[config.mk]
export PLATFORM = sky130hd
export DESIGN_NAME = cond_logic
export DESIGN_NICKNAME = d
export VERILOG_FILES = /design/src/rtl/cond_logic.sv
export SDC_FILE = /design/constraint.sdc
export NUM_CORES = 1
export LEC_CHECK = 0
export ABC_CLOCK_PERIOD_IN_PS = 1960
export CORE_UTILIZATION = 33
export DETAILED_ROUTE_END_ITERATION = 10
export GPL_TIMING_DRIVEN = 0
export PLACE_DENSITY_LB_ADDON = 0.12
export SLEW_MARGIN = 0
export SYNTH_ARGS = -nofsm -noshare
export SYNTH_HDL_FRONTEND = slang
export SYNTH_SLANG_ARGS = --single-unit
[constraint.sdc]
create_clock -name CLK -period 1.96 [get_ports CLK]
set_input_delay 0.294 -clock CLK [delete_from_list [all_inputs] [get_ports CLK]]
set_output_delay 0.294 -clock CLK [all_outputs]
set_load 0.01 [all_outputs]
[src/rtl/cond_logic.sv]
`default_nettype none
// ============================================================================
// Module   : cond_logic
// Purpose  : Conditional-execution unit for the single-cycle ARM datapath.
//            Holds the N,Z,C,V flag register, evaluates the instruction
//            condition field against the stored flags, and gates the
//            PC-select, register-write and memory-write enables.
// Revision : 1.0 - initial release
// ============================================================================
module cond_logic (
    input  logic       CLK,
    input  logic       RESET,
    input  logic [3:0] Cond,
    input  logic [3:0] ALUFlags,
    input  logic [1:0] FlagW,
    input  logic       PCS,
    input  logic       RegW,
    input  logic       NoWrite,
    input  logic       MemW,
    input  logic       Stall,
    output logic       PCSrc,
    output logic       RegWrite,
    output logic       MemWrite,
    output logic       Carry,
    output logic [3:0] Flags
);

    // Condition-field encodings
    localparam logic [3:0] c_EQ = 4'b0000;
    localparam logic [3:0] c_NE = 4'b0001;
    localparam logic [3:0] c_CS = 4'b0010;
    localparam logic [3:0] c_CC = 4'b0011;
    localparam logic [3:0] c_MI = 4'b0100;
    localparam logic [3:0] c_PL = 4'b0101;
    localparam logic [3:0] c_VS = 4'b0110;
    localparam logic [3:0] c_VC = 4'b0111;
    localparam logic [3:0] c_HI = 4'b1000;
    localparam logic [3:0] c_LS = 4'b1001;
    localparam logic [3:0] c_GE = 4'b1010;
    localparam logic [3:0] c_LT = 4'b1011;
    localparam logic [3:0] c_GT = 4'b1100;
    localparam logic [3:0] c_LE = 4'b1101;
    localparam logic [3:0] c_AL = 4'b1110;

    logic [1:0] r_nz;          // {N,Z}
    logic [1:0] r_cv;          // {C,V}
    logic       w_n;
    logic       w_z;
    logic       w_c;
    logic       w_v;
    logic       w_cond_ex;
    logic [1:0] w_flag_write;

    assign w_n = r_nz[1];
    assign w_z = r_nz[0];
    assign w_c = r_cv[1];
    assign w_v = r_cv[0];

    // Evaluate the condition field on the stored flags only (never ALUFlags),
    // so a flag-setting instruction is conditioned on the previous flags.
    always_comb begin
        w_cond_ex = 1'b0;
        case (Cond)
            c_EQ:    w_cond_ex = w_z;
            c_NE:    w_cond_ex = ~w_z;
            c_CS:    w_cond_ex = w_c;
            c_CC:    w_cond_ex = ~w_c;
            c_MI:    w_cond_ex = w_n;
            c_PL:    w_cond_ex = ~w_n;
            c_VS:    w_cond_ex = w_v;
            c_VC:    w_cond_ex = ~w_v;
            c_HI:    w_cond_ex = w_c & ~w_z;
            c_LS:    w_cond_ex = ~w_c | w_z;
            c_GE:    w_cond_ex = (w_n == w_v);
            c_LT:    w_cond_ex = (w_n != w_v);
            c_GT:    w_cond_ex = ~w_z & (w_n == w_v);
            c_LE:    w_cond_ex = w_z | (w_n != w_v);
            c_AL:    w_cond_ex = 1'b1;
            default: w_cond_ex = 1'b0;   // 1111 is treated as a NOP
        endcase
    end

    // Flag halves update independently; a busy multi-cycle unit freezes them.
    assign w_flag_write = FlagW & {2{w_cond_ex & ~Stall}};

    // Flag register: async clear, per-half load from the ALU.
    always_ff @(posedge CLK or posedge RESET) begin
        if (RESET) begin
            r_nz <= 2'b00;
            r_cv <= 2'b00;
        end else begin
            if (w_flag_write[1]) r_nz <= ALUFlags[3:2];
            if (w_flag_write[0]) r_cv <= ALUFlags[1:0];
        end
    end

    // Stall is intentionally not applied here; the top level holds the PC.
    assign PCSrc    = PCS & w_cond_ex;
    assign RegWrite = RegW & w_cond_ex & ~NoWrite;
    assign MemWrite = MemW & w_cond_ex;

    // Carry comes from the stored C, which breaks any loop through the ALU.
    assign Carry = w_c;
    assign Flags = {r_nz, r_cv};

endmodule
`default_nettype wire

; ---- Word-level counts from Yosys, hierarchy flattened
; Index checks and enable logic that the tools add are counted.
[totals]
input_bits = 17
reg_bits = 4
output_inout_bits = 8
[op_classes]
bitwise = 16
muxes = 1
eq_ne = 16
reduce_logical = 1
[op_table]
columns = op, n
row1 = $eq 4x4->1 const B, 7
row2 = $eq 4x3->1 const B, 4
row3 = $pmux 1 s15, 1
row4 = $eq 4x2->1 const B, 2
row5 = $and 1x1->1, 7
row6 = $not 1->1, 6
row7 = $eq 4x1->1 const B, 1
row8 = $logic_not 4->1, 1
row9 = $and 2x2->2, 1
row10 = $or 1x1->1, 2
row11 = $eq 1x1->1, 1
row12 = $ne 1x1->1, 1

; ---- Depth between registers and ports, before layout
; Gate-level depths: netlist of run 1.
[depth]
ltp_word = 5
mapped_depth = 6
depth_no_buf = 5

; ---- Worst setup path before layout of run 1
; No wires, ideal clock.
[synth_path]
path_type = register to register
start = register r_nz[1]
end = register r_cv[0]
slack_ns = -0.039
path_stages_with_launch = 6
path_buffers = 0
arrival_time_ns = 1.872
t_required_ns = 1.832
synth_period_minus_slack_ns = 1.999
path_cell_list = dfrtp_1 > or4b_1 > a41o_1 > o32a_2 > a21oi_2 > mux2_1
[synth_between]
elab_chain_cells = 5
word_cells_on_any_way = 8
classes_between = eq/ne: 2 / mux: 1 / bitwise: 5
[synth_lines]
columns = element, line
row1 = "start, declared", 45  ; logic [1:0] r_nz;
row2 = "start signal, assigned", 92  ; if (w_flag_write[1]) r_nz <= ALUFlags[3:2];
row3 = $ne 1x1->1 or $eq 1x1->1 (tied branches), n/a
row4 = $or 1x1->1 or $and 1x1->1 (tied branches), "77, 76"
row5 = $pmux 1 s15 (*), 63  ; case (Cond)
row6 = $and 1x1->1 (*), 84  ; assign w_flag_write = FlagW & {2{w_cond_ex & ~Stall}};
row7 = $and 2x2->2 (*), 84
row8 = "end signal, assigned", 93  ; if (w_flag_write[0]) r_cv <= ALUFlags[1:0];
row9 = "end, declared", 46  ; logic [1:0] r_cv;
; Mark *: on every way between the ends. The rest lies on a longest branch, timed or not.
; A chain may end at the register's enable or synchronous reset.

; ---- Worst setup path after layout of run 1
[layout_path]
start = register r_nz[1]
end = output RegWrite
[layout_between]
elab_chain_cells = 5
word_cells_on_any_way = 8
classes_between = eq/ne: 2 / mux: 1 / bitwise: 5
[layout_lines]
columns = element, line
row1 = $ne 1x1->1 or $eq 1x1->1 (tied branches), n/a
row2 = $or 1x1->1 or $and 1x1->1 (tied branches), "77, 76"
row3 = $pmux 1 s15 (*), 63
row4 = $and 1x1->1 (*) (2 in a row), 99  ; assign RegWrite = RegW & w_cond_ex & ~NoWrite;
row5 = "end, declared", 22  ; output logic RegWrite,
; Marks and branches as above.

==> results of run 1 <==
[worst max-delay path, delay by kind of cell, from the launching register on]
family	cells	cell delay [ns]
AOI/OAI and AO/OA	2	0.41
buffers and inverters	1	0.12
DFF	1	0.42
and+or+nand+nor	3	0.75
[worst max-delay path by stage]
stage	start	slack (ns)	endpoint	cells after the start
detailed placement	Cond[3]	-1.06	RegWrite	8
floorplan	r_nz[1]	0.02	r_cv[0]	5
global placement	Cond[3]	-1.02	RegWrite	8
finish	r_nz[1]	-0.27	RegWrite	6
global route	r_nz[1]	-0.33	RegWrite	6
CTS	r_nz[1]	-0.32	RegWrite	6
[cells by family after synthesis]
family          after synthesis  synth area share [%]
simple gates                 20                  32.8
compound gates               11                  20.6
mux                           6                  14.1
xor+xnor                      1                  1.90
flops                         4                  21.7
buf+inv                       7                  8.94
[state kept, by name (all words and copies together) (netlist names)]
| signal | cells |
|---|---|
| r_nz | 2 |
| r_cv | 2 |
[metal layers]
metal	up-vias	wire length (um)	part of all wire (%)	GRT usage, %
met5	-	0	0	0
met4	0	0	0	7.76
met2	22	638	48	35.7
met1	233	610	46	26.8
li1	254	-	-	-
met3	0	76	5.7	4.55
[through the flow]
step                      TNS [ns]  hold WS, ns  setup slack [ns]
final                        -1.31        0.241            -0.266
after global routing         -1.68        0.268            -0.328
after CTS                    -1.58        0.243            -0.319
after detailed placement     -5.56        0.490             -1.06
after global placement       -5.36        0.488             -1.02
after floorplan                  0       0.0599            0.0193
[repair_timing]
| item | CTS | global route |
|---|---|---|
| gates resized for setup | 33 | 2 |
| hold buffers | 0 | 0 |
| cloned | 0 | 0 |
| pin swaps | 6 | 3 |
| setup buffers | 7 | 0 |
| setup endpoints to repair | 7 | 7 |
[layout by cell type (no fill, tap or decap), types with 2 or more instances in the layout]
cell type / n
inv_1: 3
a21oi_4: 2
dlygate4sd2_1: 2
nand2b_1: 4
and3b_1: 2
mux2_4: 4
buf_2: 3
mux2i_1: 2
nand4b_1: 2
clkdlybuf4s50_1: 18
a21oi_1: 2
dfrtp_1: 2
nand3b_1: 2
dfrtp_2: 2
clkbuf_4: 3
buf_4: 9
and2_1: 2
[area by class of cell]
cell class | instances | area [um2]
fillers | 115 | 413
repair buffers | 30 | 265
well taps | 15 | 18.8
clock buffers | 3 | 22.5
multi-input cells | 38 | 428
inverters | 3 | 11.3
flip-flops and latches | 4 | 103
plain buffers | 4 | 40.0
[power groups by stage]
| stage | combinational [mW] | clock (mW) | sequential, mW |
|---|---|---|---|
| 6_report | 0.449 | 0.102 | 0.152 |
| 5_1_grt | 0.480 | 0.112 | 0.156 |
| 4_1_cts | 0.433 | 0.105 | 0.151 |
| 3_5_place_dp | 0.282 | 0 | 0.170 |
| 3_3_place_gp | 0.278 | 0 | 0.170 |
| 2_1_floorplan | 0.140 | 0 | 0.166 |
==> summary.md, run 1 <==
| Metric | Value |
|---|---|
| VDD IR-drop max | 0.511 mV |
| Largest net degree at the start of global routing | 11 |
| Max_slew headroom | between 70% and 80% |
| Final Routed Wirelength | between 1 and 1.5 mm |
| Die Span X | 39.4 um |
| Synth cell types | 29 |
| DR vias/cell | 5.25 |
| Setup violators final | 7 |
| Worst path required time | roughly 1.7 ns |
| Worst slew pin tran | 0.357 ns |
| DIE AREA | 1550 um2 |
| CTS tree | built |
| Clock Path Buffers | 2 |
| EDFF count, synth | 0 |
| Syn Nets | 66 |
| Mean Syn Cell Area | about 9.4 um2 |
| Outcome | finished, violations left |
| Initial antenna violation count | 0 |
| HPWL Detailed | 858 um |
| Fin util | 68.3% |
| Gate power share | between 60 and 70% |
| Min Tclk post-route | 2.23 ns |
| Antenna fix cells | 0 |
| Top FF cell, synth | dfrtp_1 |
| H-tree depth | 1 |
| Layout cells sized above 1 | 45.1% |
| Vias in the first global route | 507 |
| Number of synthesized register bits | 4 |
| Sw Share | 36.0% |
| Clock sink count | 4 |
| Placed cells | between 80 and 90 |
| Crit path arrival time | just under 2 ns |
| Gr usage total | 21.5% |
| Failing checks | negative setup slack |
| Post-DRT Antenna Nets | 0 |
| Core area | 1300 um2 |
| Max Clk Rate | 449 MHz |
| Tcrit/Tclk final | 114% |
| Final std cells w/o fill | 97 |
| Drt pass-1 iters | 4 |
| Internal power | roughly 0.45 mW |
| Avg WL per Cell | 13.7 um |
| Reg2Reg Launch Point | r_nz[1] |
| Leakage Power | 0.372 nW |
| R2R depth | 6 |
| Total Power | about 0.7 mW |
| Synth top area share | 21.7% |
| Syn Inst Count | 49 |
| FF-to-FF setup slack | -0.16 ns |
| CTS clk-pin slew, worst paths | around 0.04 ns |
| PnR worst setup slack | -0.266 ns |
| Num CTS Buffers | 3 |
| Nets | 101 |
| Critical Path Max Stage Delay | 0.53 ns |
| Drt drc | 0 |
| Clock Latency Late Sink | ~0.23 ns |
| First-pass GRT wire length | 2.23 mm |
| Remaining global-route overflow | 0 |
| Clock Power Share | between 10 and 15% |
| Clk_skew | around 0.00046 ns |
| Crit end category | primary output |
| Crit Path Max Fanout | 3 |
| Crit Path Class | flip-flop to primary output |
| DR vias | 509 |
| Final Hold Viols | 0 |
| Initial Util | around 35% |
| Post-DP Area | around 720 um2 |
| Slowest CP cell | or4b_1 |
| Height of the die | 39.4 um |
| Critical path launch point type | flip-flop |
| # Max-Cap Violations | 0 |
| Site Rows | 13 |
| Boundary pin count | 25 |
| Root Driver | clkbuf_4 |
| Mapped Area | 462 um2 |
| Type of the worst min-delay path | input pin to asynchronous set/reset pin |
| Unrepaired setup endpoints after global routing | yes |
| P&R area growth vs syn | 92.4% |
| GPL Wtd Cong | 0.653 |
| Fin. max-slew vios | 0 |
| IO Port Bufs | 23 |
| Ys async rst share | between 90% and 100% |
| Initial detailed-routing violation count | 3 |
| Critical Path, Cell by Cell | or4b_1 -> a41o_1 -> o32a_4 -> nand2_4 -> and3b_1 -> buf_2 |
| Seq/Total Area, Yosys | 21.7% |
| P_sw | about 0.25 mW |
| Yosys warnings | 0 |
| Commonest cells in the netlist | 4 x dfrtp_1, 4 x mux2_1, 4 x nand2b_1 |
| Leading area contributor after synthesis | dfrtp_1 |
| Final instance area | about 900 um2 |
| R2R Path End | r_nz[0] |
| Pwr per Cell Area | 791 nW/um2 |
| Seq pwr share | 21.6% |
| Synth area leaders | dfrtp_1 22%, mux2_1 9.8%, nand2b_1 5.4% |
Power figures use the tool's default switching activity.
==> inputs of run 2 (changes only) <==
Settings changed: CORE_UTILIZATION 33 to 30.
==> summary.md, run 2 (synthesized netlist as in run 1, its figures left out) <==
| Metric | Value |
|---|---|
| Outcome | finished, violations left |
| Failing checks | negative setup slack |
| DIE AREA | 1700 um2 |
| # Max-Cap Violations | 0 |
| Type of the worst min-delay path | input pin to asynchronous set/reset pin |
| GPL Wtd Cong | 0.703 |
| P&R area growth vs syn | 79.7% |
| Clock sink count | 4 |
| Post-DP Area | 724 um2 |
| Max_slew headroom | between 70% and 80% |
| DR vias | 488 |
| Multi-input gate area | 383 um2 |
| Vias in the first global route | between 400 and 500 |
| Final Hold Viols | 0 |
| Fin. max-slew vios | 0 |
| Final instance area | 830 um2 |
| Initial Util | 33.8% |
| Height of the die | 41.2 um |
| Crit Path Max Fanout | 3 |
| Boundary pin count | 25 |
| Crit path arrival time | 1.89 ns |
| Clk_skew | 0.00219 ns |
| Die Span X | 41.2 um |
| Drt drc | 0 |
| Commonest non-fill, non-tap cell in the layout | clkdlybuf4s50_1 |
| Worst path required time | 1.67 ns |
| Antenna fix cells | 0 |
| Max Clk Rate | 457 MHz |
| First-pass GRT wire length | between 1.5 and 2 mm |
| PnR worst setup slack | -0.226 ns |
| Post-DRT Antenna Nets | 0 |
| Crit end category | primary output |
| Layout cells sized above 1 | 40.0% |
| CTS tree | built |
| Tcrit/Tclk final | 112% |
| Fin util | 60.7% |
| Num CTS Buffers | 3 |
| Top Registers | r_cv (2), r_nz (2) |
| Sequential cell area | a little over 100 um2 |
| CTS clk-pin slew, worst paths | 0.04 ns |
| Most frequent cells in the layout | 18 x clkdlybuf4s50_1, 6 x buf_4, 4 x nand2b_1, 4 x mux2_4 |
| H-tree depth | 1 |
| Core area | 1370 um2 |
| Pwr per Cell Area | 774 nW/um2 |
| Root Driver | clkbuf_4 |
| Unrepaired setup endpoints after global routing | yes |
| Crit Path Class | flip-flop to primary output |
| Largest net degree at the start of global routing | 11 |
| Nets | 99 |
| Clock Path Buffers | 2 |
| IO Port Bufs | 23 |
| VDD IR-drop max | about 0.67 mV |
| HPWL Detailed | just under 900 um |
| Worst slew pin tran | 0.406 ns |
| Drt pass-1 iters | 2 |
| Avg WL per Cell | 12.7 um |
| Cts hold-fix bufs | 0 |
| Clock Latency Late Sink | around 0.23 ns |
| Final Routed Wirelength | ~1.2 mm |
| Initial detailed-routing violation count | 3 |
| Critical path launch point type | flip-flop |
| Site Rows | 13 |
| Gr usage total | 17.1% |
| Min Tclk post-route | ~2.2 ns |
| Initial antenna violation count | 0 |
| Setup violators final | 7 |
| Remaining global-route overflow | 0 |
| Leakage Power | 0.352 nW |
| # fillers | 138 |
| DR vias/cell | 5.14 |
[run 2: cell types whose count changed in the layout (fill, tap and decap cells not counted), sizes merged]
| cell | change |
|---|---|
| buf | -2 |
[run 2: timing repair]
action,CTS,global route
hold endpoints to repair,0,0
gates resized for setup,25,3
pin swaps,5,6
setup endpoints to repair,7,7
setup buffers,4,1
[run 2: through the flow]
step / setup slack, ns / hold slack (ns) / std cells / setup TNS [ns] / total power [mW]
floorplan: 0.0193 / 0.0599 / 49 / 0 / 0.306
global placement: -1.02 / 0.489 / 87 / -5.40 / 0.448
detailed placement: -1.09 / 0.489 / 87 / -5.89 / 0.451
CTS: -0.321 / 0.243 / 94 / -1.61 / 0.625
global route: -0.313 / 0.278 / 95 / -1.87 / 0.685
finish: -0.226 / 0.241 / 95 / -1.39 / 0.642
[run 2: final timing paths]
check	from	endpoint	slack, ns	cells after the start
min in group CLK	r_cv[1]	r_cv[1]	0.64	1
max reg2reg	r_cv[0]	r_nz[1]	-0.21	7
max	r_cv[0]	RegWrite	-0.23	6
min reg2reg	r_cv[1]	r_cv[1]	0.64	1
max in group asynchronous	RESET	r_nz[1]	1.56	2
min	RESET	r_cv[1]	0.24	2
[run 2: final cells by class]
| class | count | share of cell area [%] |
|---|---|---|
| Buffer | 4 | 3.77 |
| Clock buffer | 3 | 2.71 |
| Inverter | 3 | 1.36 |
| Multi-Input combinational cell | 38 | 46.2 |
| Sequential cell | 4 | 12.4 |
| Tap cell | 15 | 2.26 |
| Timing Repair Buffer | 28 | 31.4 |
[run 2: power by group]
group | internal [mW] | leakage (nW) | switching, mW
clock | 0.0683 | 0.0138 | 0.0304
sequential | 0.112 | 0.0450 | 0.0339
combinational | 0.241 | 0.293 | 0.157
[run 2: per-layer routing]
layer / routed length (um) / up-vias / part of all wire, % / GRT usage (%)
met1: 590 / 219 / 49 / 23.4
li1: - / 249 / - / -
met5: 0 / - / 0 / 0
met4: 0 / 0 / 0 / 4.84
met2: 538 / 20 / 44 / 25.8
met3: 81 / 0 / 6.7 / 4.89
[run 2: critical path, cell delays in order (launching register included)]
cell and delay [ns]:
dfrtp_2 0.40, or4b_1 0.52, a41o_1 0.20, o32a_4 0.20
nand2_2 0.08, and3b_1 0.15, buf_2 0.12
